==> src/rtl/if_stage_pkg.sv <==
// Shared types and constants for the instruction-fetch stage.
package if_stage_pkg;

  typedef enum logic [1:0] {FETCH, WAIT, HOLD, HALT} if_state_t;

  localparam logic [5:0]  OPC_HALT = 6'b010001;
  localparam logic [31:0] NOP_INST = 32'h0000_0000;
  localparam logic [31:0] RESET_PC = 32'h0000_0000;

  function automatic logic is_halt(input logic [31:0] inst);
    return inst[31:26] == OPC_HALT;
  endfunction

endpackage

==> src/rtl/if_hold_buf.sv <==
// One-entry buffer parking a fetched word while ID is stalled.
module if_hold_buf
  import if_stage_pkg::*;
(
  input  logic        clk,
  input  logic        reset,
  input  logic        load,
  input  logic        drain,
  input  logic        clear,
  input  logic [31:0] load_inst,
  input  logic [31:0] load_pc4,
  output logic [31:0] inst,
  output logic [31:0] pc4,
  output logic        valid
);

  always_ff @(posedge clk or negedge reset) begin
    if (!reset) begin
      valid <= 1'b0;
      inst  <= NOP_INST;
      pc4   <= RESET_PC;
    end else if (clear || drain) begin
      valid <= 1'b0;
    end else if (load) begin
      valid <= 1'b1;
      inst  <= load_inst;
      pc4   <= load_pc4;
    end
  end

endmodule

==> src/rtl/if_stage.sv <==
// Fetch stage: one outstanding imem read, stall hold buffer, redirect flush, HALT parking.
// Optional performance counters are built when IF_PERF_CNT_EN is defined.
module if_stage
  import if_stage_pkg::*;
(
  input  logic        clk,
  input  logic        reset,
  input  logic        branch_taken_f_ex,
  input  logic [31:0] branch_target_f_ex,
  input  logic        stall_f_hz,
  output logic        imem_req,
  output logic [31:0] imem_addr,
  input  logic        imem_rvalid,
  input  logic [31:0] imem_rdata,
  output logic [31:0] inst_2_id,
  output logic [31:0] pc4_2_id,
  output logic        valid_2_id,
  output logic [31:0] fetch_cnt,
  output logic [31:0] bubble_cnt
);

  if_state_t   state;
  logic [31:0] pc;
  logic [31:0] pc_plus4;
  logic        flush;
  logic        take_word;
  logic        deliver;
  logic        hb_load;
  logic        hb_drain;
  logic        hb_valid;
  logic [31:0] hb_inst;
  logic [31:0] hb_pc4;
  logic [31:0] src_inst;
  logic [31:0] src_pc4;

  assign pc_plus4 = pc + 32'd4;

  // Reset is folded in so the request is quiet during reset yet live right after release.
  assign imem_req  = reset & (state == FETCH);
  assign imem_addr = imem_req ? pc : RESET_PC;

  always_comb begin
    take_word = (state == WAIT) && !flush && imem_rvalid && !branch_taken_f_ex;
    hb_load   = take_word && stall_f_hz;
    hb_drain  = hb_valid && !stall_f_hz && !branch_taken_f_ex;
    deliver   = hb_drain || (take_word && !stall_f_hz);
    src_inst  = hb_valid ? hb_inst : imem_rdata;
    src_pc4   = hb_valid ? hb_pc4 : pc_plus4;
  end

  if_hold_buf u_hold_buf (
    .clk       (clk),
    .reset     (reset),
    .load      (hb_load),
    .drain     (hb_drain),
    .clear     (branch_taken_f_ex),
    .load_inst (imem_rdata),
    .load_pc4  (pc_plus4),
    .inst      (hb_inst),
    .pc4       (hb_pc4),
    .valid     (hb_valid)
  );

  always_ff @(posedge clk or negedge reset) begin
    if (!reset) begin
      state      <= FETCH;
      pc         <= RESET_PC;
      flush      <= 1'b0;
      inst_2_id  <= NOP_INST;
      pc4_2_id   <= RESET_PC;
      valid_2_id <= 1'b0;
    end else begin
      if (deliver) begin
        inst_2_id  <= src_inst;
        pc4_2_id   <= src_pc4;
        valid_2_id <= 1'b1;
      end else if (branch_taken_f_ex || !stall_f_hz) begin
        inst_2_id  <= NOP_INST;
        valid_2_id <= 1'b0;
      end

      if (branch_taken_f_ex) begin
        pc <= branch_target_f_ex;
        // A read still in flight must be drained and dropped before fetching the target.
        if (state == FETCH || (state == WAIT && !imem_rvalid)) begin
          state <= WAIT;
          flush <= 1'b1;
        end else begin
          state <= FETCH;
          flush <= 1'b0;
        end
      end else begin
        unique case (state)
          FETCH: state <= WAIT;
          WAIT: begin
            if (imem_rvalid) begin
              if (flush) begin
                flush <= 1'b0;
                state <= FETCH;
              end else begin
                pc <= pc_plus4;
                if (stall_f_hz)              state <= HOLD;
                else if (is_halt(imem_rdata)) state <= HALT;
                else                          state <= FETCH;
              end
            end
          end
          HOLD: begin
            if (!stall_f_hz) state <= is_halt(hb_inst) ? HALT : FETCH;
          end
          HALT: state <= HALT;
        endcase
      end
    end
  end

`ifdef IF_PERF_CNT_EN
  always_ff @(posedge clk or negedge reset) begin
    if (!reset) begin
      fetch_cnt  <= 32'h0;
      bubble_cnt <= 32'h0;
    end else begin
      if (deliver)     fetch_cnt  <= fetch_cnt + 32'd1;
      if (!valid_2_id) bubble_cnt <= bubble_cnt + 32'd1;
    end
  end
`else
  assign fetch_cnt  = 32'h0;
  assign bubble_cnt = 32'h0;
`endif

endmodule

==> config.mk <==
export PLATFORM = sky130hd
export DESIGN_NAME = if_stage
export DESIGN_NICKNAME = d
export VERILOG_FILES = /design/src/rtl/if_stage_pkg.sv /design/src/rtl/if_hold_buf.sv /design/src/rtl/if_stage.sv
export SDC_FILE = /design/constraint.sdc
export NUM_CORES = 1
export LEC_CHECK = 0
export CAP_MARGIN = 20
export CORE_MARGIN = 3
export CORE_UTILIZATION = 45
export CTS_BUF_LIST = sky130_fd_sc_hd__clkbuf_4
export CTS_CLUSTER_DIAMETER = 200
export CTS_CLUSTER_SIZE = 25
export DETAILED_ROUTE_END_ITERATION = 10
export PLACE_DENSITY_LB_ADDON = 0.3
export SLEW_MARGIN = 20
export SYNTH_ARGS = -nofsm -noshare
export SYNTH_HDL_FRONTEND = slang
export SYNTH_SLANG_ARGS = --single-unit
==> constraint.sdc <==
create_clock -name clk -period 2.85 [get_ports clk]
set_input_delay 0.7125 -clock clk [delete_from_list [all_inputs] [get_ports clk]]
set_output_delay 0.7125 -clock clk [all_outputs]
set_load 0.05 [all_outputs]
==> flow_summary.ini, run 1 <==
[timing]
setup_violations = 0
setup_tns_ns = 0
rsz0062_at_grt = false
timing_worst_slew_pin_value_ns = 0.856
hold_viol = 0
fin_crit_ns = 2.66
fmax_mhz = 375
fin_crit_sh = 0.935
timing.slew.headroom = 0.429
maxSlewViolCount = 0
layout_setup_ws_ns = 0.185
fin_worst_skew_ns = 0.0180

[final_layout]
num-fill-cells = 1575
drive_above_1_share = 0.105
layout_commonest_cell = nand2_1
synthToLayoutAreaGrowth_pct = 27.8
nNetsFinal = 1146
layout_common_cells = nand2_1, dfrtp_1, clkdlybuf4s50_1
multi_input_area_um2 = 3800
seq_area_um2 = 4130

[synth]
synth_top_area_cell = dfrtp_1
seq_area_frac_synth = 0.490
postSynthAreaPerCell_um2 = 9.01
synth_cell_types = 41
synth_area_um2 = 8420
syn_inst = 934
yosys_warnings = 0
synthTopCellsByArea = dfrtp_1, nand2_1, o21ai_0
synth-seq-cells = 165
synth_top_area_frac = 0.490

[die]
die_w_um = 143
num_rows = 49
initial_core_util = 0.464
die-area_um2 = 20400
core_region_area_um2 = 18100
die_height_um = 143
ios = 231

[place]
hpwlAfterDp_mm = 14.5
io_buffers = 166
post-place-ws_ns = 0.0353
routabilityCongestion = 0.857

[clock_network]
cts_resized = 0
clock_sinks = 165
cts_buffer_depth = 2
clk_latency_ns = 0.58
cts_tree = yes
clk_pin_slew_ns = 0.14
cts_made_buffers = 17
cts_root_buf = clkbuf_4
htreeDepth = 4
hold_buffers = 0
cts_setup_buffers = 0

[global_routing]
antenna_found_initial = 0
grtUsageMet2 = 0.307
grt_pass1_vias = 6243
busiest_layer = met2
grt_overflow = 0
grt_use_met3 = 0.0372
use_met1 = 0.293
grt_max_degree = 166
grt_use_total = 0.202
grt_pass1_wl_mm = 32.9

[setup_path]
startpoint_type = flop
criticalPathCategory = reg2out
reg2reg_slack_ns = 0.48
critPathArrivalTime_ns = 1.95
cp_data_required_time_ns = 2.14
reg2reg_depth = 7
timing.rr.end = pc4_2_id[24]
timing.rr.start = pc[2]
worstSetupEndpointType = output port
critPathMaxFanout = 33

[detailed_routing]
vias = 6544
routed_wl_mm = 20.6
vias_per_cell = 4.96
routedWlPerCell_um = 15.6
drc = 0
ant_nets = 0
dr.pass1.iters = 5
drtIter0Drc = 399

[power_and_ir_drop]
power.density_nw_per_um2 = 753
leakagePower_nw = 4.62
ir_worst_vdd_v = 0.000352

[status]
status = finished, final reports clean

[job]
cap_violations = 0

[hold_path]
min_path_type = in2async
cell families after synthesis:
| logic type | Yosys count | synth area share |
|---|---|---|
| simple gates | 388 | 0.211 |
| flops | 165 | 0.490 |
| compound gates | 144 | 0.0889 |
| buf+inv | 130 | 0.0893 |
| xor+xnor | 57 | 0.0593 |
| mux | 48 | 0.0589 |
| fa+ha+maj | 1 | 0.00149 |
| other cells | 1 | 0.000445 |
area by class of cell:
cell class              count  area share
inverters                   5     0.00174
repair buffers            185       0.203
multi-input cells         702       0.353
well taps                 229      0.0266
clock buffers              18      0.0126
clock inverters            14      0.0186
flip-flops and latches    165       0.384
diodes                      1    0.000233
through the flow:
stage / area, um2 / utilization / instances / total power, mW / hold slack, ns
finish: 10800 / 0.593 / 1319 / 8.10 / 0.309
detailed placement: 10400 / 0.574 / 1286 / 6.60 / 0.458
global placement: 10400 / 0.574 / 1286 / 6.52 / 0.455
global route: 10800 / 0.593 / 1318 / 8.57 / 0.312
floorplan: 8660 / - / 997 / 5.51 / 0.417
CTS: 10800 / 0.593 / 1318 / 8.18 / 0.309
critical path: stages (launching register included):
cell and delay, ns:
dfrtp_1 0.50, nor3b_2 0.27, buf_12 0.22, and2_1 0.22, buf_12 0.16
worst max-delay path by stage:
stage                           start            end  slack (ns)  depth (start not counted)
after floorplan                 reset  imem_addr[22]        0.19                          3
after global placement    imem_rvalid         pc[26]        0.07                          7
after detailed placement  imem_rvalid         pc[20]        0.04                          7
after CTS                    state[1]   imem_addr[8]        0.15                          4
after global routing         state[1]  imem_addr[12]        0.07                          4
final                        state[1]   imem_addr[8]        0.19                          4
state kept, by name (all words and copies together) (netlist names):
| name | flops |
|---|---|
| u_hold_buf.valid | 1 |
| pc | 32 |
| state | 2 |
| u_hold_buf.pc4 | 32 |
| u_hold_buf.inst | 32 |
| flush | 1 |
| inst_2_id | 32 |
| pc4_2_id | 32 |
| valid_2_id | 1 |
metal layers:
layer | share of wire | vias to the layer above
met5 | 0 | -
met4 | 0.022 | 0
met3 | 0.053 | 32
met2 | 0.46 | 180
met1 | 0.47 | 3086
li1 | - | 3246
report_power, final:
group / switching [mW] / internal (mW)
logic: 1.93 / 1.06
clock network: 0.866 / 0.715
registers: 0.481 / 3.05
synth_stat cells (all sizes together):
library cell	count
nand4	13
o21ai	120
or4	2
and2	32
nand3	24
or3	6
and4	4
inv	5
nor4	3
or3b	1
a21o	1
nor3b	4
conb	1
nor2b	1
buf	76
mux2	12
and3	3
or4b	2
xnor2	34
nor2	36
a21oi	13
mux2i	36
nand2	239
xor2	23
dfrtp	165
ha	1
nor3	18
a211oi	2
a22oi	8
clkbuf	49
(Power assumes the default switching activity.)
==> run 2, diff against run 1 <==
--- a/config.mk
+++ b/config.mk
@@ -5,7 +5,6 @@
 export SDC_FILE = /design/constraint.sdc
 export NUM_CORES = 1
 export LEC_CHECK = 0
-export CAP_MARGIN = 20
 export CORE_MARGIN = 3
 export CORE_UTILIZATION = 45
 export CTS_BUF_LIST = sky130_fd_sc_hd__clkbuf_4
==> results of run 2 <==
The final DEF is identical to that of run 1; final timing and power are the same.
